## config.mk

```make
export PLATFORM = sky130hd
export DESIGN_NAME = tvm_multibank_buffer
export DESIGN_NICKNAME = d
export VERILOG_FILES = /design/src/rtl/tvm_buffer_pkg.sv /design/src/rtl/tvm_bank_ram.sv /design/src/rtl/tvm_multibank_buffer.sv
export SDC_FILE = /design/constraint.sdc
export NUM_CORES = 1
export LEC_CHECK = 0
export ABC_AREA = 1
export BUFFER_PORTS_ARGS = -buffer_cell sky130_fd_sc_hd__buf_2
export CAP_MARGIN = 10
export CORE_ASPECT_RATIO = 0.8
export CORE_UTILIZATION = 43
export DETAILED_ROUTE_END_ITERATION = 12
export PLACE_DENSITY = 0.59
export REMOVE_ABC_BUFFERS = 1
export SETUP_SLACK_MARGIN = 0.02
export SKIP_CTS_REPAIR_TIMING = 1
export SYNTH_ARGS = -nofsm -noshare
export SYNTH_HDL_FRONTEND = slang
export SYNTH_SLANG_ARGS = --single-unit
```

## constraint.sdc

```tcl
create_clock -name clk -period 2 [get_ports clk]
set_input_delay 0.4 -clock clk [delete_from_list [all_inputs] [get_ports clk]]
set_output_delay 0.4 -clock clk [all_outputs]
set_load 0.05 [all_outputs]
```

## src/rtl/tvm_buffer_pkg.sv

```systemverilog
// Shared sizing helpers and defaults for the TVM multi-bank ring buffer.
// Bank indices wrap by explicit compare so NUM_BANKS need not be a power of two.
package tvm_buffer_pkg;

    localparam int DEFAULT_DATA_WIDTH = 8;
    localparam int DEFAULT_BANK_DEPTH = 16;
    localparam int DEFAULT_NUM_BANKS  = 4;

    function automatic int clog2(input int value);
        int result;
        result = 0;
        while ((1 << result) < value) begin
            result++;
        end
        return result;
    endfunction

    function automatic int next_bank(input int idx, input int num_banks);
        return (idx == num_banks - 1) ? 0 : idx + 1;
    endfunction

endpackage

```

## src/rtl/tvm_bank_ram.sv

```systemverilog
// Simple dual-port RAM backing all banks: one write port, one registered read
// port with enable. Only the output register is reset; contents are not.
module tvm_bank_ram #(
    parameter int DATA_WIDTH = 8,
    parameter int DEPTH      = 64,
    parameter int ADDR_WIDTH = 6
) (
    input  logic                  clk,
    input  logic                  rst,
    input  logic                  wr_en,
    input  logic [ADDR_WIDTH-1:0] wr_addr,
    input  logic [DATA_WIDTH-1:0] wr_data,
    input  logic                  rd_en,
    input  logic [ADDR_WIDTH-1:0] rd_addr,
    output logic [DATA_WIDTH-1:0] rd_data
);

    logic [DATA_WIDTH-1:0] mem [DEPTH];
    logic [DATA_WIDTH-1:0] rd_data_reg;

    always_ff @(posedge clk) begin
        if (wr_en) begin
            mem[wr_addr] <= wr_data;
        end
    end

    // Output register holds its value when no read is requested.
    always_ff @(posedge clk) begin
        if (rst) begin
            rd_data_reg <= '0;
        end else if (rd_en) begin
            rd_data_reg <= mem[rd_addr];
        end
    end

    assign rd_data = rd_data_reg;

endmodule

```

## src/rtl/tvm_multibank_buffer.sv

```systemverilog
// Ring of NUM_BANKS equal windows between one producer and one consumer;
// keeps bank pointers, full-bank count, handshakes and sticky protocol errors.
module tvm_multibank_buffer
    import tvm_buffer_pkg::*;
#(
    parameter int DATA_WIDTH = DEFAULT_DATA_WIDTH,
    parameter int BANK_DEPTH = DEFAULT_BANK_DEPTH,
    parameter int NUM_BANKS  = DEFAULT_NUM_BANKS,
    parameter int ADDR_WIDTH = clog2(BANK_DEPTH),
    parameter int CNT_WIDTH  = clog2(NUM_BANKS + 1)
) (
    input  logic                  clk,
    input  logic                  rst,
    input  logic                  write_valid,
    input  logic [ADDR_WIDTH-1:0] write_addr,
    input  logic [DATA_WIDTH-1:0] write_data,
    input  logic                  write_advance,
    output logic                  write_ready,
    input  logic                  read_ready,
    input  logic [ADDR_WIDTH-1:0] read_addr,
    input  logic                  read_advance,
    output logic                  read_valid,
    output logic [DATA_WIDTH-1:0] read_data,
    output logic                  read_data_valid,
    output logic [CNT_WIDTH-1:0]  status_counter,
    output logic                  err_overflow,
    output logic                  err_underflow
);

    localparam int BANK_WIDTH     = clog2(NUM_BANKS);
    localparam int MEM_DEPTH      = NUM_BANKS * BANK_DEPTH;
    localparam int MEM_ADDR_WIDTH = clog2(MEM_DEPTH);

    logic [BANK_WIDTH-1:0]     wr_bank_reg, wr_bank_next;
    logic [BANK_WIDTH-1:0]     rd_bank_reg, rd_bank_next;
    logic [CNT_WIDTH-1:0]      count_reg, count_next;
    logic                      read_data_valid_reg;
    logic                      err_overflow_reg, err_underflow_reg;
    logic                      wr_fire, rd_fire, wr_en, rd_en;
    logic [MEM_ADDR_WIDTH-1:0] wr_mem_addr, rd_mem_addr;

    assign write_ready    = (count_reg != CNT_WIDTH'(NUM_BANKS));
    assign read_valid     = (count_reg != '0);
    assign status_counter = count_reg;

    // Advances are judged on the pre-edge count, so a full buffer rejects
    // write_advance even when a read_advance frees a bank in the same cycle.
    assign wr_fire = write_advance && write_ready;
    assign rd_fire = read_advance && read_valid;
    assign wr_en   = write_valid && write_ready;
    assign rd_en   = read_ready && read_valid;

    assign wr_mem_addr = MEM_ADDR_WIDTH'(wr_bank_reg) * MEM_ADDR_WIDTH'(BANK_DEPTH)
                       + MEM_ADDR_WIDTH'(write_addr);
    assign rd_mem_addr = MEM_ADDR_WIDTH'(rd_bank_reg) * MEM_ADDR_WIDTH'(BANK_DEPTH)
                       + MEM_ADDR_WIDTH'(read_addr);

    always_comb begin
        wr_bank_next = wr_bank_reg;
        rd_bank_next = rd_bank_reg;
        count_next   = count_reg;
        if (wr_fire) begin
            wr_bank_next = BANK_WIDTH'(next_bank(int'(wr_bank_reg), NUM_BANKS));
        end
        if (rd_fire) begin
            rd_bank_next = BANK_WIDTH'(next_bank(int'(rd_bank_reg), NUM_BANKS));
        end
        if (wr_fire && !rd_fire) begin
            count_next = count_reg + CNT_WIDTH'(1);
        end else if (rd_fire && !wr_fire) begin
            count_next = count_reg - CNT_WIDTH'(1);
        end
    end

    always_ff @(posedge clk) begin
        if (rst) begin
            wr_bank_reg         <= '0;
            rd_bank_reg         <= '0;
            count_reg           <= '0;
            read_data_valid_reg <= 1'b0;
            err_overflow_reg    <= 1'b0;
            err_underflow_reg   <= 1'b0;
        end else begin
            wr_bank_reg         <= wr_bank_next;
            rd_bank_reg         <= rd_bank_next;
            count_reg           <= count_next;
            read_data_valid_reg <= rd_en;
            if (write_advance && !write_ready) begin
                err_overflow_reg <= 1'b1;
            end
            if (read_advance && !read_valid) begin
                err_underflow_reg <= 1'b1;
            end
        end
    end

    assign read_data_valid = read_data_valid_reg;
    assign err_overflow    = err_overflow_reg;
    assign err_underflow   = err_underflow_reg;

    tvm_bank_ram #(
        .DATA_WIDTH (DATA_WIDTH),
        .DEPTH      (MEM_DEPTH),
        .ADDR_WIDTH (MEM_ADDR_WIDTH)
    ) u_bank_ram (
        .clk     (clk),
        .rst     (rst),
        .wr_en   (wr_en),
        .wr_addr (wr_mem_addr),
        .wr_data (write_data),
        .rd_en   (rd_en),
        .rd_addr (rd_mem_addr),
        .rd_data (read_data)
    );

endmodule

```

## Yosys cells after proc, flatten, opt, wreduce, memory -nomap -nowiden

Memory sizes are Yosys's and may differ from the RTL's. A register that Yosys moved wholly into a read port is not among the register bits.
Cells that the tools add are included.

- Register bits after elaboration: 10
- Memory bits (writable): 512
- Bits of input ports: 22
- Output and inout port bits: 16
- Logic and storage cells: 36
- Memories: 1

- $add $sub $neg: 6
- Equality and inequality tests: 3
- Muxes and demuxes: 6
- Reduce and logical (&&, ||, !) cells: 14

Memory list:

| memory | words | bits a word | rd ports | clocked after Yosys merged registers in | write ports | line | text |
|---|---|---|---|---|---|---|---|
| u_bank_ram.mem | 64 | 8 | 1 | 1 | 1 | tvm_bank_ram.sv:18 | `logic [DATA_WIDTH-1:0] mem [DEPTH];` |

Operators with widths:

| kind | number |
|---|---|
| adder 6 x 4 -> 6 bit | 2 |
| logical AND 1 bit | 8 |
| 2-to-1 mux 3 bit | 2 |
| adder 2 x 1 -> 2 bit (second input constant) | 2 |
| == test 2 x 1 -> 1 bit (second input constant) | 2 |
| zero test 1 bit | 4 |
| 2-to-1 mux 2 bit | 2 |
| adder 3 x 1 -> 3 bit (second input constant) | 1 |
| inequality test 3 bit (second input constant) | 1 |
| nonzero test 3 bit | 1 |
| subtractor 3 x 1 -> 3 bit (second input constant) | 1 |
| 2-to-1 mux 1 bit | 2 |
| nonzero test 2 bit | 1 |

## Longest topological paths before layout

Gate-level depths: netlist of the first run.

- Depth after elaboration: 6
- Gate-level depth with buffers: 14
- Gate-level depth less buffers: 11

## Cells and area by module

A second synthesis of the first run with hierarchy kept.

- Cell total of the unflattened synthesis: 1879
- Area total of the unflattened synthesis: 21757.1 µm²

Modules (own cells, without submodules):

| module | instances | cells an instance | area an instance (µm²) |
|---|---|---|---|
| tvm_bank_ram | 1 | 1808 | 21235.4 |
| tvm_multibank_buffer | 1 | 71 | 521.8 |

## Worst setup path after synthesis of the first run

OpenSTA, ideal clock, no wires.

- Path kind: register to register
- From: reg count_reg[0] (netlist: status_counter[0])
- To: reg count_reg[2] (netlist: status_counter[2])
- Arrival time: 2530 ps
- Required time: 1885 ps
- Slack: -645 ps
- Stages on the path, launching flop included: 12
- Period minus slack after synthesis: 2645 ps
- Cell sequence: dfxtp_1 > nor2_1 > nand2_1 > nand2_1 > inv_1 > ha_1 > inv_1 > fa_1 > o21ai_0 > a21o_1 > a21oi_1 > o21a_1

- Longest elaborated chain between the ends: 5

RTL lines:

| item | line | text |
|---|---|---|
| start: declaration | tvm_multibank_buffer.sv:36 | `logic [CNT_WIDTH-1:0] count_reg, count_next;` |
| start signal: assignment | tvm_multibank_buffer.sv:86 | `count_reg <= count_next;` |
| inequality test 3 bit (*) | tvm_multibank_buffer.sv:42 | `assign write_ready = (count_reg != CNT_WIDTH'(NUM_BANKS));` |
| via write_ready | tvm_multibank_buffer.sv:18 | `output logic write_ready,` |
| logical AND 1 bit (*) | tvm_multibank_buffer.sv:48 | `assign wr_fire = write_advance && write_ready;` |
| via wr_fire | tvm_multibank_buffer.sv:39 | `logic wr_fire, rd_fire, wr_en, rd_en;` |
| zero test 1 bit | tvm_multibank_buffer.sv:70 | `end else if (rd_fire && !wr_fire) begin` |
| logical AND 1 bit | tvm_multibank_buffer.sv:70 |  |
| nonzero test 2 bit (no line) | -- |  |

The timed path passes the listed nets; every way through them passes the cells marked *. The select of a mux whose other input is x is not followed.
A chain may end at the register's enable or synchronous reset.

## Worst setup path in the final report of the first run

- From: reg wr_bank_reg[0]
- To: mem u_bank_ram.mem[62][1] (enable)

- Longest elaborated chain between the ends: 1

RTL lines:

| item | line | text |
|---|---|---|
| start: declaration | tvm_multibank_buffer.sv:34 | `logic [BANK_WIDTH-1:0] wr_bank_reg, wr_bank_next;` |
| start signal: assignment | tvm_multibank_buffer.sv:84 | `wr_bank_reg <= wr_bank_next;` |
| adder 6 x 4 -> 6 bit | tvm_multibank_buffer.sv:54 | `+ MEM_ADDR_WIDTH'(write_addr);` |
| end: declaration | tvm_bank_ram.sv:18 |  |

Every way passes these cells.

==> metrics.txt, run 1 <==
total negative setup slack=-3.79 ns; Port Buf Inserts=37; CTS H-Tree Depth=2; RSZ-0062 raised after global routing=true; max-slew violations=0; Pre-antenna DRT Iters=5; final hold violation count=0; DP HPWL=35300 um; dominant cells by area after synthesis=edfxtp_1 (71%), nand3_1 (11%), nand2_1 (10%); crit end category=register; CTS Buf Count=52; largest net degree at the start of global routing=65; DRC=0; setup ws final=-0.143 ns; skew final=0.0135 ns; CTS root buffer=clkbuf_16; initial drt markers=1484; DRT Wirelength=58100 um; antenna violations before repair=1; total grt overflow=0; Tcrit/Tclk final=1.07; violated checks=setup timing; Synth Instances=1863; Area Overhead vs Synth=16.1%; Critical Path End=u_bank_ram.mem[62][1]$_DFFE_PP_; Synth Warn #=0; worst hold path class=in -> reg; Rel. slew slack=0.453; total core area=49900 sq um; #FFs+latches synth=530; Final Setup Violations=64; peak supply drop=0.00147 V; # rows=73; Worst Setup Path Type=reg -> reg; number of synthesized flops with an enable pin=512; Post-synth top cells=nand2_1 (602), edfxtp_1 (512), nand3_1 (476); max cap viols=0; Clock Latency Late Sink=0.59 ns; first-pass GRT wire length=87000 um; Final Net Count=2001; Synth Flop Type=edfxtp_1; worst-path fanout max=8; PwrDens=997 nW/um^2; status=finished, violations left; R2R Path End=u_bank_ram.mem[62][1]$_DFFE_PP_; Routed WL per cell=21.6 um; fmax=0.467 GHz; P_leak=9.16 nW; routed vias=14582; die height=203 um; worst reg2reg path depth=4; Tot Pwr=25.2 mW; Ports=38; die width=254 um; GRT Overall Usage=0.229; crit path launch=wr_bank_reg[0]$_SDFFE_PP0P_; clock-pin slew on the worst setup and hold paths=0.06 ns; Hold WS=0.0979 ns; CP peak stage delay=0.73 ns; Vias/cell=5.43; Worst EP arrival=2.36 ns; Initial Util=0.437; CTS tree=yes; element type at the critical path start=register; R2R Path Start=wr_bank_reg[0]$_SDFFE_PP0P_; Tightest Pin Transition=0.820 ns; Final ANT Viol Nets=0; share of cells above drive strength 1=0.140; GPL Wtd Cong=0.908; cell with the most instances after synthesis=nand2_1; max FFs per register=512; cell chain of the critical path=buf_4, ha_1, nand2_1, nor2_1; sequential element share of the synthesized area=0.723; Mean Syn Cell Area=11.7 sq um; WP data required=2.22 ns; post-synth top area share=0.706; Final Critical Period=2.14 ns; synth unique cells=26; CTS Sinks=530; synthesized area=21800 sq um; Crit-path slowest cell=nor2_1; vias in the first global route=13870; leading area contributor after synthesis=edfxtp_1; die area=51500 sq um; Async SR Flop Fraction=0; clock buffer depth=3; r2r setup slk=-0.14 ns
[area by class of cell]
cell class / instances / area (sq um)
clock buffers: 67 / 1390
well taps: 675 / 845
diodes: 1 / 2.50
multi-input cells: 1194 / 5370
repair buffers: 167 / 1650
inverters: 27 / 109
flip-flops and latches: 530 / 15700
clock inverters: 25 / 186
fillers: 4382 / 24600
[worst min path at each step]
stage | start | end | slack [ns] | cells past startpoint
global placement | err_overflow$_SDFFE_PP0P_ | err_overflow$_SDFFE_PP0P_ | 0.44 | 2
CTS | write_advance | err_overflow$_SDFFE_PP0P_ | 0.06 | 3
finish | write_advance | err_overflow$_SDFFE_PP0P_ | 0.1 | 3
floorplan | rst | err_overflow$_SDFFE_PP0P_ | 0.47 | 1
detailed placement | err_overflow$_SDFFE_PP0P_ | err_overflow$_SDFFE_PP0P_ | 0.44 | 2
global route | write_advance | err_overflow$_SDFFE_PP0P_ | 0.10 | 3
[cell usage in the layout (no fill, tap or decap), drive strengths merged, types with 6 or more instances in the layout]
cell type,count
nand2,602
edfxtp,512
nand3,476
buf,166
nor2,92
clkbuf,68
inv,25
clkinv,24
dfxtp,18
ha,6
[critical path, delay by kind of cell, from the launching register on]
family	cells	cell delay, ns
DFF	1	0.36
buffers and inverters	1	0.13
and+or+nand+nor	2	1.03
adders and majority gates	1	0.24
[report_power, final]
part	internal [mW]	leakage [nW]	switching, mW
registers	12.4	4.75	0.151
clock network	5.25	0.778	4.07
logic	1.08	3.63	2.28
[kinds of logic after synthesis]
kind of cell,Yosys count,share of synthesized area
AND/OR/NAND/NOR,1175,0.231
adder cells (fa/ha/maj),7,0.00437
flip-flops,530,0.723
XOR/XNOR,1,0.000402
AO/OA/AOI/OAI,11,0.00322
buffers and inverters,139,0.0387
[metrics by stage]
step / cell area (sq um) / util / std cells / setup slack [ns]
global placement: 23500 / 0.471 / 2592 / -0.251
CTS: 25100 / 0.503 / 2684 / -0.228
finish: 25300 / 0.507 / 2686 / -0.143
detailed placement: 23500 / 0.471 / 2592 / -0.245
global route: 25300 / 0.507 / 2686 / -0.226
floorplan: 21000 / - / 1751 / -1.04
[metal layers]
metal / GRT usage / up-vias / wire (um)
li1: - / 6775 / -
met1: 0.339 / 7146 / 26100
met2: 0.336 / 579 / 25700
met3: 0.0554 / 82 / 5160
met4: 0.0623 / 0 / 1150
met5: 0 / - / 0
Note: power is estimated with default switching activity, not from simulation.
==> inputs of run 2 (changes only) <==
--- a/config.mk
+++ b/config.mk
@@ -12,9 +12,11 @@
 export CORE_UTILIZATION = 43
 export DETAILED_ROUTE_END_ITERATION = 12
 export PLACE_DENSITY = 0.59
+export RECOVER_POWER = 100
 export REMOVE_ABC_BUFFERS = 1
-export SETUP_SLACK_MARGIN = 0.02
+export SETUP_SLACK_MARGIN = 0.1
 export SKIP_CTS_REPAIR_TIMING = 1
+export SKIP_LAST_GASP = 1
 export SYNTH_ARGS = -nofsm -noshare
 export SYNTH_HDL_FRONTEND = slang
 export SYNTH_SLANG_ARGS = --single-unit
==> run 2 against run 1 <==
  * Register-to-register slack better by 0.14 ns
  * Worst hold slack got worse by 0.0094 ns
  * Highest routed layer unchanged
  * Cell count grew 0.19%
  * The flow finishes with violations (capacitance limit, slew limit, setup timing)
  * Core utilization fell by 0.25 points
  * Critical path depth increased by 2
  * Die area did not move
==> metrics.txt, run 2 (synthesis gave the netlist of run 1 again) <==
die area=51500 sq um; max FFs per register=512; Area Overhead vs Synth=15.6%; worst-path fanout max=8; max-slew violations=353; Worst EP arrival=2.30 ns; min-delay src=write_advance; WP data required=2.30 ns; multi-input logic area=5420 sq um; Final Critical Period=2.00 ns; Initial Util=0.437; initial drt markers=1452; r2r setup slk=-0.001 ns; largest net degree at the start of global routing=65; CTS Buf Count=52; cell chain of the critical path=inv_1, ha_1, nand2_1, buf_4, nor2_1, buf_4; Ports=38; routed vias=14591; worst hold path class=in -> reg; Final Net Count=2006; Rel. slew slack=-0.151; crit end category=register; CTS tree=yes; Worst Setup Path Type=reg -> reg; P_leak=9.08 nW; crit-path most repeated cell=buf_4; vias in the first global route=13870; Routed WL per cell=21.7 um; worst reg2reg path depth=6; fmax=0.500 GHz; # rows=73; RSZ-0062 raised after global routing=true; element type at the critical path start=register; CTS Sinks=530; total core area=49900 sq um; GRT Overall Usage=0.229; Pre-antenna DRT Iters=6; Tightest Pin Transition=1.73 ns; share of cells above drive strength 1=0.144; Finished Layout Cells=2691; dpl cell area=23500 sq um; crit path launch=wr_bank_reg[1]$_SDFFE_PP0P_; storage element area=15700 sq um; hold depth=3; clock buffer depth=3; DRC=0; status=finished, violations left; Final ANT Viol Nets=0; violated checks=capacitance limit, slew limit, setup timing; Port Buf Inserts=37; DP HPWL=35300 um; Vias/cell=5.42; first-pass GRT wire length=87000 um; peak supply drop=0.00111 V; skew final=0.0139 ns; commonest non-fill, non-tap cells in the layout=nand2_1 (599), edfxtp_1 (512), nand3_1 (476); final hold violation count=0; CP peak stage delay=0.41 ns; # placed instances=2592; Clock Latency Late Sink=0.59 ns; CTS H-Tree Depth=2; die width=254 um; fin util=0.505; setup ws final=-0.000966 ns; Crit-path slowest cell=nand2_1; antenna violations before repair=1; Tcrit/Tclk final=1.00; fillers=4404; CTS root buffer=clkbuf_16; most common cell after layout, fill and taps aside=nand2_1; Tot Pwr=25.3 mW; Final Setup Violations=3; die height=203 um; DRT Wirelength=58300 um; design area=25200 sq um; GPL Wtd Cong=0.908; total grt overflow=0; clock-pin slew on the worst setup and hold paths=0.06 ns; PwrDens=1000 nW/um^2; R2R Path Start=wr_bank_reg[1]$_SDFFE_PP0P_; Hold WS=0.0885 ns; max cap viols=6
[run 2: worst max-delay path: cells and delay by family, from the launching register on]
kind | cells | cell delay [ns]
AND/OR/NAND/NOR | 2 | 0.52
buffers and inverters | 3 | 0.58
adder cells (fa/ha/maj) | 1 | 0.27
flip-flops | 1 | 0.33
[run 2: area by class of cell]
cell class	count	share of cell area
Clock inverter	25	0.00741
Clock buffer	67	0.0552
Inverter	27	0.00433
Tap cell	675	0.0336
Sequential cell	530	0.625
Multi-Input combinational cell	1194	0.215
Antenna cell	1	0.0000995
Timing Repair Buffer	172	0.0586
[run 2: per-layer routing]
| layer | global-route usage | share of wire |
|---|---|---|
| met1 | 0.339 | 0.45 |
| met2 | 0.336 | 0.44 |
| met3 | 0.0554 | 0.086 |
| met4 | 0.0623 | 0.019 |
| met5 | 0 | 0 |
[run 2: power by group]
part           switching (mW)  internal (mW)  total, mW
clock network            4.08           5.25       9.33
logic                    2.33           1.06       3.39
registers               0.149           12.4       12.5
[run 2: worst paths after layout]
path,endpoint
setup / recovery,u_bank_ram.mem[20][0]$_DFFE_PP_
hold / removal,err_overflow$_SDFFE_PP0P_
setup reg to reg,u_bank_ram.mem[20][0]$_DFFE_PP_
hold reg to reg,err_overflow$_SDFFE_PP0P_
[run 2: through the flow]
step                      setup slack (ns)   TNS, ns
after floorplan                      -1.04   -280.54
after global placement              -0.251    -25.64
after detailed placement            -0.245    -32.63
after CTS                           -0.228    -25.11
after global routing               -0.0711     -8.23
final                            -0.000966  -0.00173
